`src/rtl/instr_fetch_unit_pkg.sv`:
```
// Shared types and constants for the instruction fetch unit: FSM states,
// prefetch buffer entry layout and the NOP shown while no instruction is valid.
package fetch_pkg;

  localparam int          FETCH_ADDR_W = 32;
  localparam logic [31:0] NOP_INSTR    = 32'hE1A00000;

  typedef enum logic [1:0] {
    S_IDLE    = 2'd0,
    S_REQ     = 2'd1,
    S_DISCARD = 2'd2
  } fetch_state_t;

  typedef struct packed {
    logic [31:0]             instr;
    logic [FETCH_ADDR_W-1:0] pc;
  } fetch_entry_t;

endpackage

```
`src/rtl/instr_fetch_unit_if.sv`:
```
// Bus bundle between the fetch unit, the instruction memory and the decode path.
// IMemReq/IMemAck: request is held with a stable IMemAddr until the cycle IMemAck=1,
// which completes the transfer with IMemRData; InstrValid/InstrReady: the head
// instruction transfers on every cycle both are 1, and PCSrc only counts in such a cycle.
interface instr_fetch_unit_if #(parameter int ADDR_W = 32);

  logic              IMemReq;
  logic [ADDR_W-1:0] IMemAddr;
  logic              IMemAck;
  logic [31:0]       IMemRData;
  logic [31:0]       Instr;
  logic [ADDR_W-1:0] InstrPC;
  logic [ADDR_W-1:0] PCPlus8;
  logic              InstrValid;
  logic              InstrReady;
  logic              PCSrc;
  logic [ADDR_W-1:0] BranchTarget;

  modport master (
    output IMemReq, IMemAddr, Instr, InstrPC, PCPlus8, InstrValid,
    input  IMemAck, IMemRData, InstrReady, PCSrc, BranchTarget
  );

  modport slave (
    input  IMemReq, IMemAddr, Instr, InstrPC, PCPlus8, InstrValid,
    output IMemAck, IMemRData, InstrReady, PCSrc, BranchTarget
  );

endinterface

```
`src/rtl/instr_fetch_unit_buffer.sv`:
```
// Small FIFO of fetched {instr, pc} entries; flush wins over push, and a push
// into a full buffer is accepted only when the head is popped in the same cycle.
module fetch_buffer
  import fetch_pkg::*;
#(
  parameter int DEPTH = 2
) (
  input  logic                       clk_i,
  input  logic                       rst_ni,
  input  logic                       push_i,
  input  logic                       pop_i,
  input  logic                       flush_i,
  input  fetch_entry_t               data_i,
  output fetch_entry_t               head_o,
  output logic [$clog2(DEPTH):0]     count_o,
  output logic                       full_o,
  output logic                       empty_o
);

  localparam int PTR_W = $clog2(DEPTH);
  localparam int CNT_W = PTR_W + 1;

  fetch_entry_t     mem_q [DEPTH];
  logic [PTR_W-1:0] wr_ptr_q, wr_ptr_d;
  logic [PTR_W-1:0] rd_ptr_q, rd_ptr_d;
  logic [CNT_W-1:0] count_q, count_d;
  logic             do_push, do_pop;

  assign do_pop  = pop_i && (count_q != '0);
  assign do_push = push_i && ((count_q != CNT_W'(DEPTH)) || do_pop);

  always_comb begin
    wr_ptr_d = wr_ptr_q;
    rd_ptr_d = rd_ptr_q;
    count_d  = count_q;
    if (flush_i) begin
      wr_ptr_d = '0;
      rd_ptr_d = '0;
      count_d  = '0;
    end else begin
      if (do_push) wr_ptr_d = wr_ptr_q + PTR_W'(1);
      if (do_pop)  rd_ptr_d = rd_ptr_q + PTR_W'(1);
      count_d = count_q + CNT_W'(do_push) - CNT_W'(do_pop);
    end
  end

  always_ff @(posedge clk_i) begin
    if (!rst_ni) begin
      wr_ptr_q <= '0;
      rd_ptr_q <= '0;
      count_q  <= '0;
    end else begin
      wr_ptr_q <= wr_ptr_d;
      rd_ptr_q <= rd_ptr_d;
      count_q  <= count_d;
    end
  end

  // Payload storage needs no reset: it is only read while count_q is non-zero.
  always_ff @(posedge clk_i) begin
    if (do_push && !flush_i) mem_q[wr_ptr_q] <= data_i;
  end

  assign head_o  = mem_q[rd_ptr_q];
  assign count_o = count_q;
  assign full_o  = (count_q == CNT_W'(DEPTH));
  assign empty_o = (count_q == '0);

endmodule

```
`src/rtl/instr_fetch_unit.sv`:
```
// Instruction fetch: one outstanding memory request, a small prefetch buffer feeding
// decode, and branch redirect that flushes the buffer and drops an in-flight fetch.
module instr_fetch_unit
  import fetch_pkg::*;
#(
  parameter int                ADDR_W    = FETCH_ADDR_W,
  parameter logic [ADDR_W-1:0] RESET_PC  = '0,
  parameter int                BUF_DEPTH = 2
) (
  input  logic                CLK,
  input  logic                Reset,
  instr_fetch_unit_if.master  bus,
  output logic [1:0]          dbg_state_o
);

  localparam int CNT_W = $clog2(BUF_DEPTH) + 1;

  fetch_state_t      state_q, state_d;
  logic [ADDR_W-1:0] fetch_pc_q, fetch_pc_d;
  logic [ADDR_W-1:0] req_addr_q;
  logic [ADDR_W-1:0] instr_pc;
  logic [CNT_W-1:0]  buf_count, count_after;
  fetch_entry_t      head, push_entry;
  logic              buf_full, buf_empty;
  logic              accept, consume, redirect, push, pop, has_space, new_req;

  assign accept      = bus.IMemAck && (state_q != S_IDLE);
  assign consume     = !buf_empty && bus.InstrReady;
  assign redirect    = consume && bus.PCSrc;
  assign push        = accept && (state_q == S_REQ) && !redirect;
  assign pop         = consume && !redirect;
  assign count_after = redirect ? '0 : buf_count + CNT_W'(push) - CNT_W'(pop);
  assign has_space   = count_after < CNT_W'(BUF_DEPTH);
  assign push_entry  = '{instr: bus.IMemRData, pc: fetch_pc_q};

  always_comb begin
    state_d    = state_q;
    fetch_pc_d = fetch_pc_q;
    if (redirect)  fetch_pc_d = bus.BranchTarget & ~ADDR_W'(3);
    else if (push) fetch_pc_d = fetch_pc_q + ADDR_W'(4);
    unique case (state_q)
      S_IDLE:    if (!buf_full || consume) state_d = S_REQ;
      // Without an ack the request cannot be withdrawn, so a redirect waits it out.
      S_REQ: begin
        if (accept)        state_d = has_space ? S_REQ : S_IDLE;
        else if (redirect) state_d = S_DISCARD;
      end
      S_DISCARD: if (accept) state_d = S_REQ;
      default:   state_d = S_IDLE;
    endcase
  end

  // IMemAddr only moves when a fresh request starts, keeping it stable through S_DISCARD.
  assign new_req = (state_d == S_REQ) && ((state_q == S_IDLE) || accept);

  always_ff @(posedge CLK) begin
    if (!Reset) begin
      state_q    <= S_IDLE;
      fetch_pc_q <= RESET_PC;
      req_addr_q <= RESET_PC;
    end else begin
      state_q    <= state_d;
      fetch_pc_q <= fetch_pc_d;
      if (new_req) req_addr_q <= fetch_pc_d;
    end
  end

  fetch_buffer #(.DEPTH(BUF_DEPTH)) u_buffer (
    .clk_i   (CLK),
    .rst_ni  (Reset),
    .push_i  (push),
    .pop_i   (pop),
    .flush_i (redirect),
    .data_i  (push_entry),
    .head_o  (head),
    .count_o (buf_count),
    .full_o  (buf_full),
    .empty_o (buf_empty)
  );

  assign instr_pc       = buf_empty ? fetch_pc_q : head.pc;
  assign bus.IMemReq    = (state_q != S_IDLE);
  assign bus.IMemAddr   = req_addr_q;
  assign bus.InstrValid = !buf_empty;
  assign bus.Instr      = buf_empty ? NOP_INSTR : head.instr;
  assign bus.InstrPC    = instr_pc;
  assign bus.PCPlus8    = instr_pc + ADDR_W'(8);
  assign dbg_state_o    = state_q;

endmodule

```
`src/flat_wrapper.sv`:
```
// flat-port wrapper written by rule: the top's interface ports become plain ports
module instr_fetch_unit_flat import fetch_pkg::*;
#(
  parameter int                ADDR_W    = FETCH_ADDR_W,
  parameter logic [ADDR_W-1:0] RESET_PC  = '0,
  parameter int                BUF_DEPTH = 2
)
  (CLK, Reset, dbg_state_o, bus_IMemReq, bus_IMemAddr, bus_Instr, bus_InstrPC, bus_PCPlus8, bus_InstrValid, bus_IMemAck, bus_IMemRData, bus_InstrReady, bus_PCSrc, bus_BranchTarget);
  instr_fetch_unit_if #(.ADDR_W(ADDR_W)) bus_i ();
  input  logic CLK;
  input  logic Reset;
  output logic [1:0] dbg_state_o;
  output wire logic [$bits(bus_i.IMemReq)-1:0] bus_IMemReq;
  output wire logic [$bits(bus_i.IMemAddr)-1:0] bus_IMemAddr;
  output wire logic [$bits(bus_i.Instr)-1:0] bus_Instr;
  output wire logic [$bits(bus_i.InstrPC)-1:0] bus_InstrPC;
  output wire logic [$bits(bus_i.PCPlus8)-1:0] bus_PCPlus8;
  output wire logic [$bits(bus_i.InstrValid)-1:0] bus_InstrValid;
  input wire logic [$bits(bus_i.IMemAck)-1:0] bus_IMemAck;
  input wire logic [$bits(bus_i.IMemRData)-1:0] bus_IMemRData;
  input wire logic [$bits(bus_i.InstrReady)-1:0] bus_InstrReady;
  input wire logic [$bits(bus_i.PCSrc)-1:0] bus_PCSrc;
  input wire logic [$bits(bus_i.BranchTarget)-1:0] bus_BranchTarget;
  assign bus_IMemReq = bus_i.IMemReq;
  assign bus_IMemAddr = bus_i.IMemAddr;
  assign bus_Instr = bus_i.Instr;
  assign bus_InstrPC = bus_i.InstrPC;
  assign bus_PCPlus8 = bus_i.PCPlus8;
  assign bus_InstrValid = bus_i.InstrValid;
  assign bus_i.IMemAck = bus_IMemAck;
  assign bus_i.IMemRData = bus_IMemRData;
  assign bus_i.InstrReady = bus_InstrReady;
  assign bus_i.PCSrc = bus_PCSrc;
  assign bus_i.BranchTarget = bus_BranchTarget;
  instr_fetch_unit #(.ADDR_W(ADDR_W), .RESET_PC(RESET_PC), .BUF_DEPTH(BUF_DEPTH)) u_core (.CLK(CLK), .Reset(Reset), .bus(bus_i), .dbg_state_o(dbg_state_o));
endmodule
```
`config.mk`:
```
export PLATFORM = sky130hd
export DESIGN_NAME = instr_fetch_unit_flat
export DESIGN_NICKNAME = d
export VERILOG_FILES = /design/src/rtl/instr_fetch_unit_pkg.sv /design/src/rtl/instr_fetch_unit_if.sv /design/src/rtl/instr_fetch_unit_buffer.sv /design/src/rtl/instr_fetch_unit.sv /design/src/flat_wrapper.sv
export SDC_FILE = /design/constraint.sdc
export NUM_CORES = 1
export LEC_CHECK = 0
export CELL_PAD_IN_SITES_DETAIL_PLACEMENT = 0
export CELL_PAD_IN_SITES_GLOBAL_PLACEMENT = 2
export CORE_ASPECT_RATIO = 0.9
export CORE_MARGIN = 2
export CORE_UTILIZATION = 35
export DETAILED_ROUTE_END_ITERATION = 8
export DONT_BUFFER_PORTS = 1
export PLACE_DENSITY_LB_ADDON = 0.1
export SYNTH_ARGS = -nofsm -noshare
export SYNTH_HDL_FRONTEND = slang
export SYNTH_HIERARCHICAL = 1
export SYNTH_SLANG_ARGS = --single-unit
```
`constraint.sdc`:
```
create_clock -name CLK -period 9.8 [get_ports CLK]
set_clock_uncertainty 0.2 [all_clocks]
set_input_delay 1.47 -clock CLK [delete_from_list [all_inputs] [get_ports CLK]]
set_output_delay 1.47 -clock CLK [all_outputs]
set_load 0.005 [all_outputs]
```
Word level (Yosys, flattened, before mapping)
Memory sizes are Yosys's and may differ from the RTL's. A register that Yosys moved wholly into a read port is not among the register bits.
Index checks and enable logic that the tools add are counted.
Operators by class
  bitwise gates (word level): 1
  magnitude comparators: 1
  multipliers: 0
  equal/unequal tests: 5
  $add $sub $neg: 8
  reduce and logical (&&, ||, !) cells: 21
  div/mod/pow operators: 0
  shift-type cells: 0
  muxes and demuxes: 15
Operators with widths (count)
  2-to-1 mux 32 bit: 4
  adder 32 x 3 -> 32 bit (second input constant): 1
  adder 32 x 4 -> 32 bit (second input constant): 1
  logical AND 1 bit: 10
  2-to-1 mux 2 bit: 5
  case mux 2 bit (3 select lines): 1
  2-to-1 mux 1 bit: 5
  adder 2 x 1 -> 2 bit: 2
  equality test 2 x 1 -> 1 bit (second input constant): 2
  equality test 2 bit (second input constant): 2
  logical NOT 2 bit: 2
  nonzero test 2 bit: 2
  subtractor 2 x 1 -> 2 bit: 2
  logical NOT 1 bit: 3
  logical OR 1 bit: 3
  adder 1 bit (second input constant): 2
  less-than comparator 2 bit (second input constant): 1
  inequality test 2 bit (second input constant): 1
  OR reduction 2 bit: 1
  inverter 1 bit: 1
Word-level totals
  logic and storage cells: 58
  register bits after elaboration: 70
  bits in latches: 0
  ROM bits: 0
  output and inout bits: 132
  memory bits (writable): 128
  memories kept: 1
Memory list
  u_core.u_buffer.mem_q: depth 2, width 64, read ports 1, clocked after memory_dff 1, wr ports 1, line instr_fetch_unit_buffer.sv:23  | fetch_entry_t mem_q [DEPTH];

Depth between registers and ports, before layout
Gate-level depths: netlist of the first run.
  depth in word-level cells: 15
  depth in mapped cells: 15
  depth with buffers taken out: 12

By module
The synthesis of the first run kept the hierarchy.
Modules (own cells, without submodules)
  fetch_buffer: area an instance 4857.2 µm², cells each 231, times used 1
  instr_fetch_unit: area an instance 4274.1 µm², cells each 542, times used 1

Least setup slack after synthesis of the first run
Ideal clock, no wire load.
  path kind: input -> register
  start point: input bus_PCSrc
  end point: memory u_core/u_buffer/mem_q[0][0] (netlist name) (enable)
  setup slack: 2522 ps
  arrival time: 6513 ps
  stages on the path: 5
  library setup time: 565 ps
  buffers on the path: 0
  cells stage by stage: nand3b_4 -> inv_4 -> nor2_1 -> o21ai_2 -> nor3_1
RTL lines
  start: declaration: line flat_wrapper.sv:22  | input wire logic [$bits(bus_i.PCSrc)-1:0] bus_PCSrc;
  logical AND 1 bit: line instr_fetch_unit.sv:29  | assign redirect = consume && bus.PCSrc;
  logical NOT 1 bit: line instr_fetch_unit.sv:30  | assign push = accept && (state_q == S_REQ) && !redirect;
  logical AND 1 bit: line instr_fetch_unit.sv:30
  named net u_core.push: line instr_fetch_unit.sv:25  | logic accept, consume, redirect, push, pop, has_space, new_req;
  logical AND 1 bit: line instr_fetch_unit_buffer.sv:30  | assign do_push = push_i && ((count_q != CNT_W'(DEPTH)) || do_pop);
  logical AND 1 bit: line instr_fetch_unit_buffer.sv:61  | if (do_push && !flush_i) mem_q[wr_ptr_q] <= data_i;
  2-to-1 mux 1 bit: line instr_fetch_unit_buffer.sv:61
  2-to-1 mux 1 bit (implied by the code): line instr_fetch_unit_buffer.sv:61
  end: declaration: line instr_fetch_unit_buffer.sv:23
The timed path passes the listed nets, and every way through them passes these cells.

Worst setup path in the final report of the first run
  start point: register u_core.u_buffer.count_q[1] (netlist: u_core/u_buffer/count_o[1])
  end point: output bus_PCPlus8[31]
On the way
  longest elaborated chain between the ends: 3
Ends and longest elaborated chain
  start: declaration: line instr_fetch_unit_buffer.sv:26  | logic [CNT_W-1:0] count_q, count_d;
  start signal: assignment: line instr_fetch_unit_buffer.sv:55  | count_q <= count_d;
  logical NOT 2 bit: line instr_fetch_unit_buffer.sv:67  | assign empty_o = (count_q == '0);
  named net u_core.buf_empty: line instr_fetch_unit.sv:24  | logic buf_full, buf_empty;
  2-to-1 mux 32 bit: line instr_fetch_unit.sv:81  | assign instr_pc = buf_empty ? fetch_pc_q : head.pc;
  named net bus_InstrPC[3]: line flat_wrapper.sv:16  | output wire logic [$bits(bus_i.InstrPC)-1:0] bus_InstrPC;
  adder 32 x 4 -> 32 bit: line instr_fetch_unit.sv:87  | assign bus.PCPlus8 = instr_pc + ADDR_W'(8);
  end: declaration: line flat_wrapper.sv:17  | output wire logic [$bits(bus_i.PCPlus8)-1:0] bus_PCPlus8;
The timed path passes the listed nets, and every way through them passes these cells.

==> results.cfg, run 1 <==
[status]
outcome = finished clean

[drt]
via_per_inst = 5.12
antenna_left = 0
wl_per_cell_um = 20.6
drt_wl_total_um = 23000
drtIter0Drc = 280
drc_errors = 0
dr.pass1.iters = 4
dr_total_vias = 5719

[yosys]
synth.top_cell.area_share_pct = 42.1
synthAdderAreaFrac_pct = 0.548
synth_compound_area_share_pct = 6.89
synth_edf_count = 128
syn_area_um2 = 9130
postSynthCellCount = 773
async_reset_ff_share_pct = 0
synth_seq_area_share_pct = 57.7
ys_top_cells_by_area = edfxtp_1, dfxtp_1, mux2_2
ys.flop_type = edfxtp_1
ys_ff_latch = 199
syn_avg_cell_area_um2 = 11.8
synth_xor_area_share_pct = 5.08
yosysTopAreaCell = edfxtp_1
ys_warn_count = 6
muxShareOfSynthArea_pct = 11.9
synthSimpleGateAreaFrac_pct = 14.9
yosys.cell_types.count = 57
synth_nets = 846
synth_top_family_by_area = simple AND/OR/NAND/NOR gates

[critical_path]
path_max_fanout = 80
r2r_cells = 13
end_kind = primary output
critical_path_class = reg2out
timing.critical_path.arrival_ps = 4050
cp_slowest_stage_delay_ps = 710
crit_slowest_cell = buf_4
required_ps = 8130
path_cells = nor2_4, buf_4, mux2i_1, inv_1, ha_1, and2_1, and3_1, nand2_1, nor4_1, xor2_1
worstSetupStartpointType = flip-flop

[worst_hold_path]
holdPathStages = 2
hold_class = reg2reg

[sta]
hold_viol_final = 0
finalMaxSlewViolations = 0
rsz0062_at_grt = false
setup_viol = 0
worst_slew_pin_slew_ps = 1150
setup_tns_ps = 0
clock.fmax_mhz = 175
fin_ws_ps = 4080
period_share_pct = 58.4
period_needed_ps = 5720
slew-limit-headroom_pct = 23.1

[pwr]
p_leak_nw = 3.60
vdd_drop_max_v = 0.0000828
power.density_nw_per_um2 = 173
p_total_mw = 1.74

[grt]
antenna_found_initial = 2
grt_pass1_wl_um = 34800
grt_overflow_total = 0
grt_max_degree = 81
grt_use_total_pct = 16.9
grt_pass1_vias = 5919

[cells_and_area]
drive_above_1_share_pct = 18.5
stdcell_area_um2 = 10000
area_growth_pct = 10.0
num-nets-final = 830
finalNonFillerCells = 1118
final_common_cell = edfxtp_1
final_cell_mix = edfxtp_1, mux2_2, dfxtp_1

[place]
pre_cts_ws_ps = 4250
dpl.hpwl_um = 15400
place.gp.congestion = 0.763
dpl_cell_area_um2 = 9460
io_buffers = 0
dp.cells = 1086

[clock_network]
cts-root-buf = clkbuf_16
cts_inserted_buffers = 17
cts_resized = 0
cts_hold_buf = 0
clk_pin_slew_ps = 70
cts_tree = built
htreeDepth = 4
post_cts_buffers = 0
clk-insertion-delay-late_ps = 430
cts_buffer_depth = 2
cts.sinks = 199

[job]
maxCapViolations = 0

[floorplan]
core_area_um2 = 25900
die_w_um = 174
die_area_um2 = 27400
rows = 56
initial_core_util_pct = 35.3
ioPinCount = 201
die_h_um = 157
==> synth_stat cells (all sizes together) (5+ instances only) <==
cell type	count
or2	8
and2	11
inv	21
a21o	6
mux2	83
dfxtp	71
edfxtp	128
mux2i	15
nand2	42
clkbuf	22
buf	19
nand4	10
nand3	39
nor3	14
nor2	61
xor2	16
nor2b	34
a21oi	31
xnor2	37
o21ai	30
nor4	6
and3	10
a211oi	5
o31ai	10
==> logic make-up (layout without fill, tap and decap cells) <==
group,Yosys count,count (layout)
flops,199,199
other cells,0,1
compound gates,100,100
simple gates,257,257
mux,98,98
fa+ha+maj,4,4
buf+inv,62,58
xor+xnor,53,53
==> sequential cells by signal, indices dropped and copies added, names as in the netlist, named ones only <==
name	flops
u_core/bus.IMemAddr	32
u_core/dbg_state_o	2
u_core/fetch_pc_q	32
u_core/u_buffer/count_o	2
u_core/u_buffer/mem_q	128
u_core/u_buffer/rd_ptr_q	1
u_core/u_buffer/wr_ptr_q	1
==> metal layers <==
layer / track usage, % / wire length, um / vias to the layer above
li1: - / - / 2764
met1: 22.1 / 10800 / 2780
met2: 26.4 / 10200 / 156
met3: 6.16 / 1720 / 17
met4: 4.56 / 246 / 2
met5: 0 / 13 / -
==> per-stage QoR <==
| stage | hold slack, ps | utilization [%] |
|---|---|---|
| 2_1_floorplan | 248 | - |
| 3_5_place_dp | 267 | 36.6 |
| 5_1_grt | 292 | 38.9 |
| 4_1_cts | 282 | 38.9 |
| 6_report | 278 | 38.9 |
| 3_3_place_gp | 267 | 36.6 |
==> worst max-delay path, delay by kind of cell (launching register included) <==
kind / cells / cell delay, ps
XOR/XNOR: 1 / 240
adder cells (fa/ha/maj): 1 / 170
multiplexers: 1 / 360
flip-flops: 1 / 410
buffers and inverters: 2 / 900
AND/OR/NAND/NOR: 5 / 1490
==> path summary, 6_finish.rpt <==
| kind | end | from | slack (ps) |
|---|---|---|---|
| setup / recovery | bus_PCPlus8[31] | u_core/u_buffer/count_o[1]$_SDFF_PP0_ | 4080 |
| hold / removal | u_core/bus.IMemAddr[27]$_SDFFE_PN0P_ | u_core/bus.IMemAddr[27]$_SDFFE_PN0P_ | 280 |
| setup reg to reg | u_core/bus.IMemAddr[29]$_SDFFE_PN0P_ | u_core/u_buffer/count_o[1]$_SDFF_PP0_ | 4440 |
| hold reg to reg | u_core/bus.IMemAddr[27]$_SDFFE_PN0P_ | u_core/bus.IMemAddr[27]$_SDFFE_PN0P_ | 280 |
==> cell type report <==
class	instances	area, um^2
clock buffer	17	425
multi-input combinational	512	3630
inverter	21	81.3
sequential	199	5270
tap	348	435
timing repair buffer	6	45.0
fill	2472	15800
clock inverter	14	164
antenna	1	2.50
==> where the power goes <==
part	switching (mW)	internal, mW	total [mW]
sequential	0.0151	0.916	0.931
combinational	0.0625	0.0346	0.0972
clock	0.327	0.383	0.710
Note: power is estimated with default switching activity, not from simulation.
==> run 2: changes to the inputs <==
==> constraint.sdc (replaced) <==
create_clock -name CLK -period 4.7 [get_ports CLK]
set_clock_uncertainty 0.2 [all_clocks]
set_input_delay 0.705 -clock CLK [delete_from_list [all_inputs] [get_ports CLK]]
set_output_delay 0.705 -clock CLK [all_outputs]
set_load 0.005 [all_outputs]
==> run 2 against run 1 <==
Critical path depth shrank 1. Sequential power rose by 110%. Highest routed layer unchanged. Die area unchanged. Critical endpoint unchanged. Register-to-register slack worse by 3500 ps. Largest power group unchanged. Clock power is 120% higher.
==> results.cfg, run 2 (same netlist as run 1, synthesis figures left out) <==
[drt]
drc_errors = 0
wl_per_cell_um = 20.9
dr.pass1.iters = 4
antenna_left = 0
drtIter0Drc = 320
via_per_inst = 5.19
drt_wl_total_um = 23700
dr_total_vias = 5874

[clock_network]
cts-root-buf = clkbuf_16
cts_inserted_buffers = 17
cts_tree = built
cts_buffer_depth = 2
htreeDepth = 4
post_cts_buffers = 0
cts.sinks = 199
clk_pin_slew_ps = 80
cts_hold_buf = 0
clk-insertion-delay-late_ps = 440

[worst_hold_path]
min_to = u_core/dbg_state_o[1]$_SDFF_PN0_
hp-start = bus_IMemAck
hold_class = in2reg
holdPathStages = 1

[cells_and_area]
fill_cells = 2492
largest_register_ffs = 128
num-nets-final = 843
final_cell_mix = edfxtp_1, mux2_2, dfxtp_1
regMostFlops = u_core/u_buffer/mem_q
stdcell_area_um2 = 10200
drive_above_1_share_pct = 19.8
area_growth_pct = 11.6
final_common_cell = edfxtp_1

[critical_path]
required_ps = 3800
worstReg2RegEnd = u_core/bus.IMemAddr[4]$_SDFFE_PN0P_
timing.rr.start = u_core/u_buffer/count_o[1]$_SDFF_PP0_
worstSetupStartpointType = flip-flop
timing.critical_path.arrival_ps = 3350
critical_path_class = reg2out
path_max_fanout = 11
r2r_cells = 12
end_kind = primary output
r2r_slack_ps = 940

[grt]
grt_pass1_wl_um = 35600
grt_overflow_total = 0
grt_max_degree = 65
grt_use_total_pct = 17.3
grt_pass1_vias = 5863
antenna_found_initial = 3

[place]
dpl.hpwl_um = 16100
place.gp.congestion = 0.771
dpl_cell_area_um2 = 9570
io_buffers = 0
pre_cts_ws_ps = 686

[pwr]
vdd_drop_max_v = 0.000236
power.density_nw_per_um2 = 361
p_leak_nw = 3.69

[job]
maxCapViolations = 0

[sta]
period_share_pct = 90.5
worst_slew_pin_slew_ps = 1080
period_needed_ps = 4250
fin_ws_ps = 446
setup_viol = 0
rsz0062_at_grt = false
slew-limit-headroom_pct = 27.9
clock.fmax_mhz = 235
finalMaxSlewViolations = 0
hold_viol_final = 0

[floorplan]
die_w_um = 174
ioPinCount = 201
rows = 56
die_h_um = 157
initial_core_util_pct = 35.3
core_area_um2 = 25900
die_area_um2 = 27400

[status]
outcome = finished clean
-- run 2: changes by cell type in the layout (fill, tap and decap cells not counted), moves of 2 or more --
cell,delta
buf_4,+10
buf_12,+2
clkinv_4,+2
clkinvlp_4,-2
-- run 2: layout make-up --
class	instances	area, um^2	area share (%)
Inverter	21	81.3	0.798
Antenna cell	1	2.50	0.0245
Tap cell	348	435	4.27
Multi-Input combinational cell	513	3630	35.7
Clock buffer	17	425	4.17
Timing Repair Buffer	18	160	1.57
Clock inverter	15	189	1.85
Sequential cell	199	5270	51.7
-- run 2: worst max-delay path by stage --
| stage | start | to | slack [ps] | cells after the start |
|---|---|---|---|---|
| after floorplan | u_core/u_buffer/count_o[1]$_SDFF_PP0_ | u_core/u_buffer/mem_q[0][0]$_DFFE_PP_ | -1830 | 8 |
| after global placement | u_core/u_buffer/count_o[1]$_SDFF_PP0_ | bus_PCPlus8[31] | 790 | 10 |
| after detailed placement | u_core/u_buffer/count_o[1]$_SDFF_PP0_ | bus_PCPlus8[31] | 690 | 10 |
| after CTS | u_core/u_buffer/count_o[1]$_SDFF_PP0_ | bus_PCPlus8[31] | 210 | 10 |
| after global routing | u_core/u_buffer/count_o[1]$_SDFF_PP0_ | bus_PCPlus8[31] | 110 | 9 |
| final | u_core/u_buffer/count_o[0]$_SDFF_PP0_ | bus_PCPlus8[31] | 450 | 9 |
-- run 2: power breakdown --
group	switching, mW	internal, mW	total, mW
Sequential	0.0313	1.91	1.94
Clock	0.679	0.851	1.53
Combinational	0.134	0.0779	0.212
Total	0.845	2.84	3.68
-- run 2: critical path: stages (launching register included) --
cell	delay, ps
dfxtp_1	440
nor2_4	380
buf_4	270
mux2_2	240
o21ai_0	140
nor2_1	280
nand3_1	310
nor4_1	470
buf_4	200
xor2_1	170
-- run 2: per-layer routing --
metal  wire [um]  track usage, %  up-vias
met5           7               0        -
met4         349            6.00        2
met3        1700            5.43       26
met2       10500            26.2      166
met1       11200            23.3     2891
li1            -               -     2789
-- run 2: timing repair --
| action | 4_1_cts | 5_1_grt |
|---|---|---|
| endpoints found under the setup margin | 0 | 1 |
| resized for setup | 0 | 0 |
| hold endpoints to repair | 0 | 0 |
-- run 2: per-stage QoR --
step                hold WS, ps  TNS (ps)  std cells  total power, mW  utilization (%)
floorplan                   248   -234270        773             2.14                -
global placement            268         0       1098             2.19             37.0
detailed placement          268         0       1098             2.20             37.0
CTS                         116         0       1130             3.74             39.4
global route                117         0       1131             3.82             39.4
finish                      132         0       1132             3.68             39.4
==> run 3: changes to the inputs <==
--- a/config.mk
+++ b/config.mk
@@ -10,9 +10,11 @@
 export CORE_ASPECT_RATIO = 0.9
 export CORE_MARGIN = 2
 export CORE_UTILIZATION = 35
+export CTS_BUF_LIST = sky130_fd_sc_hd__clkbuf_16
 export DETAILED_ROUTE_END_ITERATION = 8
 export DONT_BUFFER_PORTS = 1
 export PLACE_DENSITY_LB_ADDON = 0.1
+export REMOVE_ABC_BUFFERS = 1
 export SYNTH_ARGS = -nofsm -noshare
 export SYNTH_HDL_FRONTEND = slang
 export SYNTH_HIERARCHICAL = 1
==> constraint.sdc (replaced) <==
create_clock -name CLK -period 4.25 [get_ports CLK]
set_clock_uncertainty 0.2 [all_clocks]
set_input_delay 0.6375 -clock CLK [delete_from_list [all_inputs] [get_ports CLK]]
set_output_delay 0.6375 -clock CLK [all_outputs]
set_load 0.005 [all_outputs]
==> run 3 against run 2 <==
Global-route usage rose by 0.47 points. Sequential share of layout area fell by 0.32 points. Non-clock buffer count rose by 12. Total power rose by 9.6%. Critical path depth fell by 1. Clock power rose by 8%. Via count rose by 0.85%. Routed wire length rose by 2.4%. Combinational power rose by 14%. Worst setup slack got worse by 170 ps. Largest power group unchanged.
==> results.cfg, run 3 (same netlist as run 1, synthesis figures left out) <==
[critical_path]
end_kind = primary output
critical_path_class = reg2out
r2r_slack_ps = 520
crit_slowest_cell = a211oi_1
worstSetupStartpointType = flip-flop
cp_slowest_stage_delay_ps = 530
timing.rr.start = u_core/u_buffer/count_o[1]$_SDFF_PP0_
crit_family = simple AND/OR/NAND/NOR gates
crit_start = u_core/u_buffer/count_o[1]$_SDFF_PP0_
path_max_fanout = 7
path_cells = nor2_4, buf_4, nand3b_1, a211oi_1, and3_1, nand2_1, nor4_2, xor2_1
path_buf_inv = 1
timing.critical_path.arrival_ps = 3140
r2r_cells = 11
worstReg2RegEnd = u_core/bus.IMemAddr[12]$_SDFFE_PN0P_
required_ps = 3410

[cells_and_area]
stdcell_area_um2 = 10300
area_growth_pct = 12.4
largest_register_ffs = 128
insertedDiodeCount = 0
num-nets-final = 854
final_common_cell = edfxtp_1
fin_util_pct = 39.7
final_cell_mix = edfxtp_1, mux2_2, dfxtp_1
drive_above_1_share_pct = 21.4
regMostFlops = u_core/u_buffer/mem_q
fill_cells = 2470
finalNonFillerCells = 1142

[place]
place.gp.congestion = 0.806
dp.cells = 1107
dpl_cell_area_um2 = 9620
dpl.hpwl_um = 16800
pre_cts_ws_ps = 356
io_buffers = 0

[drt]
via_per_inst = 5.19
routed.top_layer = met4
wl_per_cell_um = 21.3
antenna_left = 0
drt-met1-wl_um = 10600
dr_total_vias = 5924
dr.pass1.iters = 4
drt_wl_total_um = 24300
drc_errors = 0
routed-wl-met2_um = 11700
met3_length_um = 1800
drtIter0Drc = 292

[floorplan]
initial_core_util_pct = 35.3
core_area_um2 = 25900
die_h_um = 157
rows = 56
die_w_um = 174
ioPinCount = 201
die_area_um2 = 27400

[pwr]
switching_share_pct = 25.3
p_leak_nw = 3.74
power.density_nw_per_um2 = 393
pwr-share-seq_pct = 53.1
internal-power_mw = 3.01
p_total_mw = 4.04
p_comb_share_pct = 6.0
vdd_drop_max_v = 0.000284
switchingPower_mw = 1.02
p_clk_share_pct = 40.9

[clock_network]
cts_tree = built
cts_inserted_buffers = 17
cts_buffer_depth = 2
clk-insertion-delay-late_ps = 430
clk_pin_slew_ps = 80
cts_hold_buf = 0
cts.sinks = 199
htreeDepth = 4
cts-root-buf = clkbuf_16

[sta]
period_share_pct = 93.5
hold_viol_final = 0
finalMaxSlewViolations = 0
slew-limit-headroom_pct = 52.1
rsz0062_at_grt = false
setup_tns_ps = 0
clock.fmax_mhz = 252
whs_ps = 78.4
setup_viol = 0
fin_ws_ps = 276
period_needed_ps = 3970
worst_slew_pin_slew_ps = 719

[grt]
grt_pass1_wl_um = 36700
grt_overflow_total = 0
antenna_found_initial = 0
grt_use_total_pct = 17.7
grt_pass1_vias = 6095
grt_max_degree = 48

[worst_hold_path]
min_to = u_core/dbg_state_o[1]$_SDFF_PN0_
holdPathStages = 1
hold_class = in2reg
hp-start = bus_IMemAck

[status]
outcome = finished clean

[job]
maxCapViolations = 0
run 3: worst max path at each step:
stage	slack [ps]	depth (start not counted)	endpoint
CTS	80	7	bus_PCPlus8[31]
detailed placement	360	7	bus_PCPlus8[31]
floorplan	-5610	6	u_core/u_buffer/mem_q[0][0]$_DFFE_PP_
global route	50	8	bus_PCPlus8[31]
global placement	410	8	bus_PCPlus8[31]
finish	280	8	bus_PCPlus8[31]
run 3: final cells by class:
cell class | instances | area [um^2] | area share [%]
well taps | 348 | 435 | 4.24
clock buffers | 17 | 425 | 4.14
inverters | 21 | 81.3 | 0.792
clock inverters | 15 | 188 | 1.83
flip-flops and latches | 199 | 5270 | 51.3
repair buffers | 30 | 225 | 2.19
multi-input cells | 512 | 3640 | 35.5
run 3: repair_timing:
action | CTS | global route
gates resized for setup | 0 | 1
buffers inserted | 3 | 0
hold endpoints to repair | 0 | 0
pin swaps | 1 | 0
setup endpoints to repair | 1 | 1
run 3: metal layers:
layer	global-route usage [%]	up-vias
met5	0	-
met4	4.40	0
met3	5.05	8
met2	29.6	166
met1	22.8	2939
li1	-	2811
run 3: power by group through the flow:
stage	Clock (mW)	Sequential [mW]	Combinational, mW
after global placement	0	2.18	0.242
after CTS	1.72	2.14	0.247
after floorplan	0	2.18	0.168
after detailed placement	0	2.19	0.243
final	1.65	2.14	0.242
after global routing	1.79	2.15	0.268
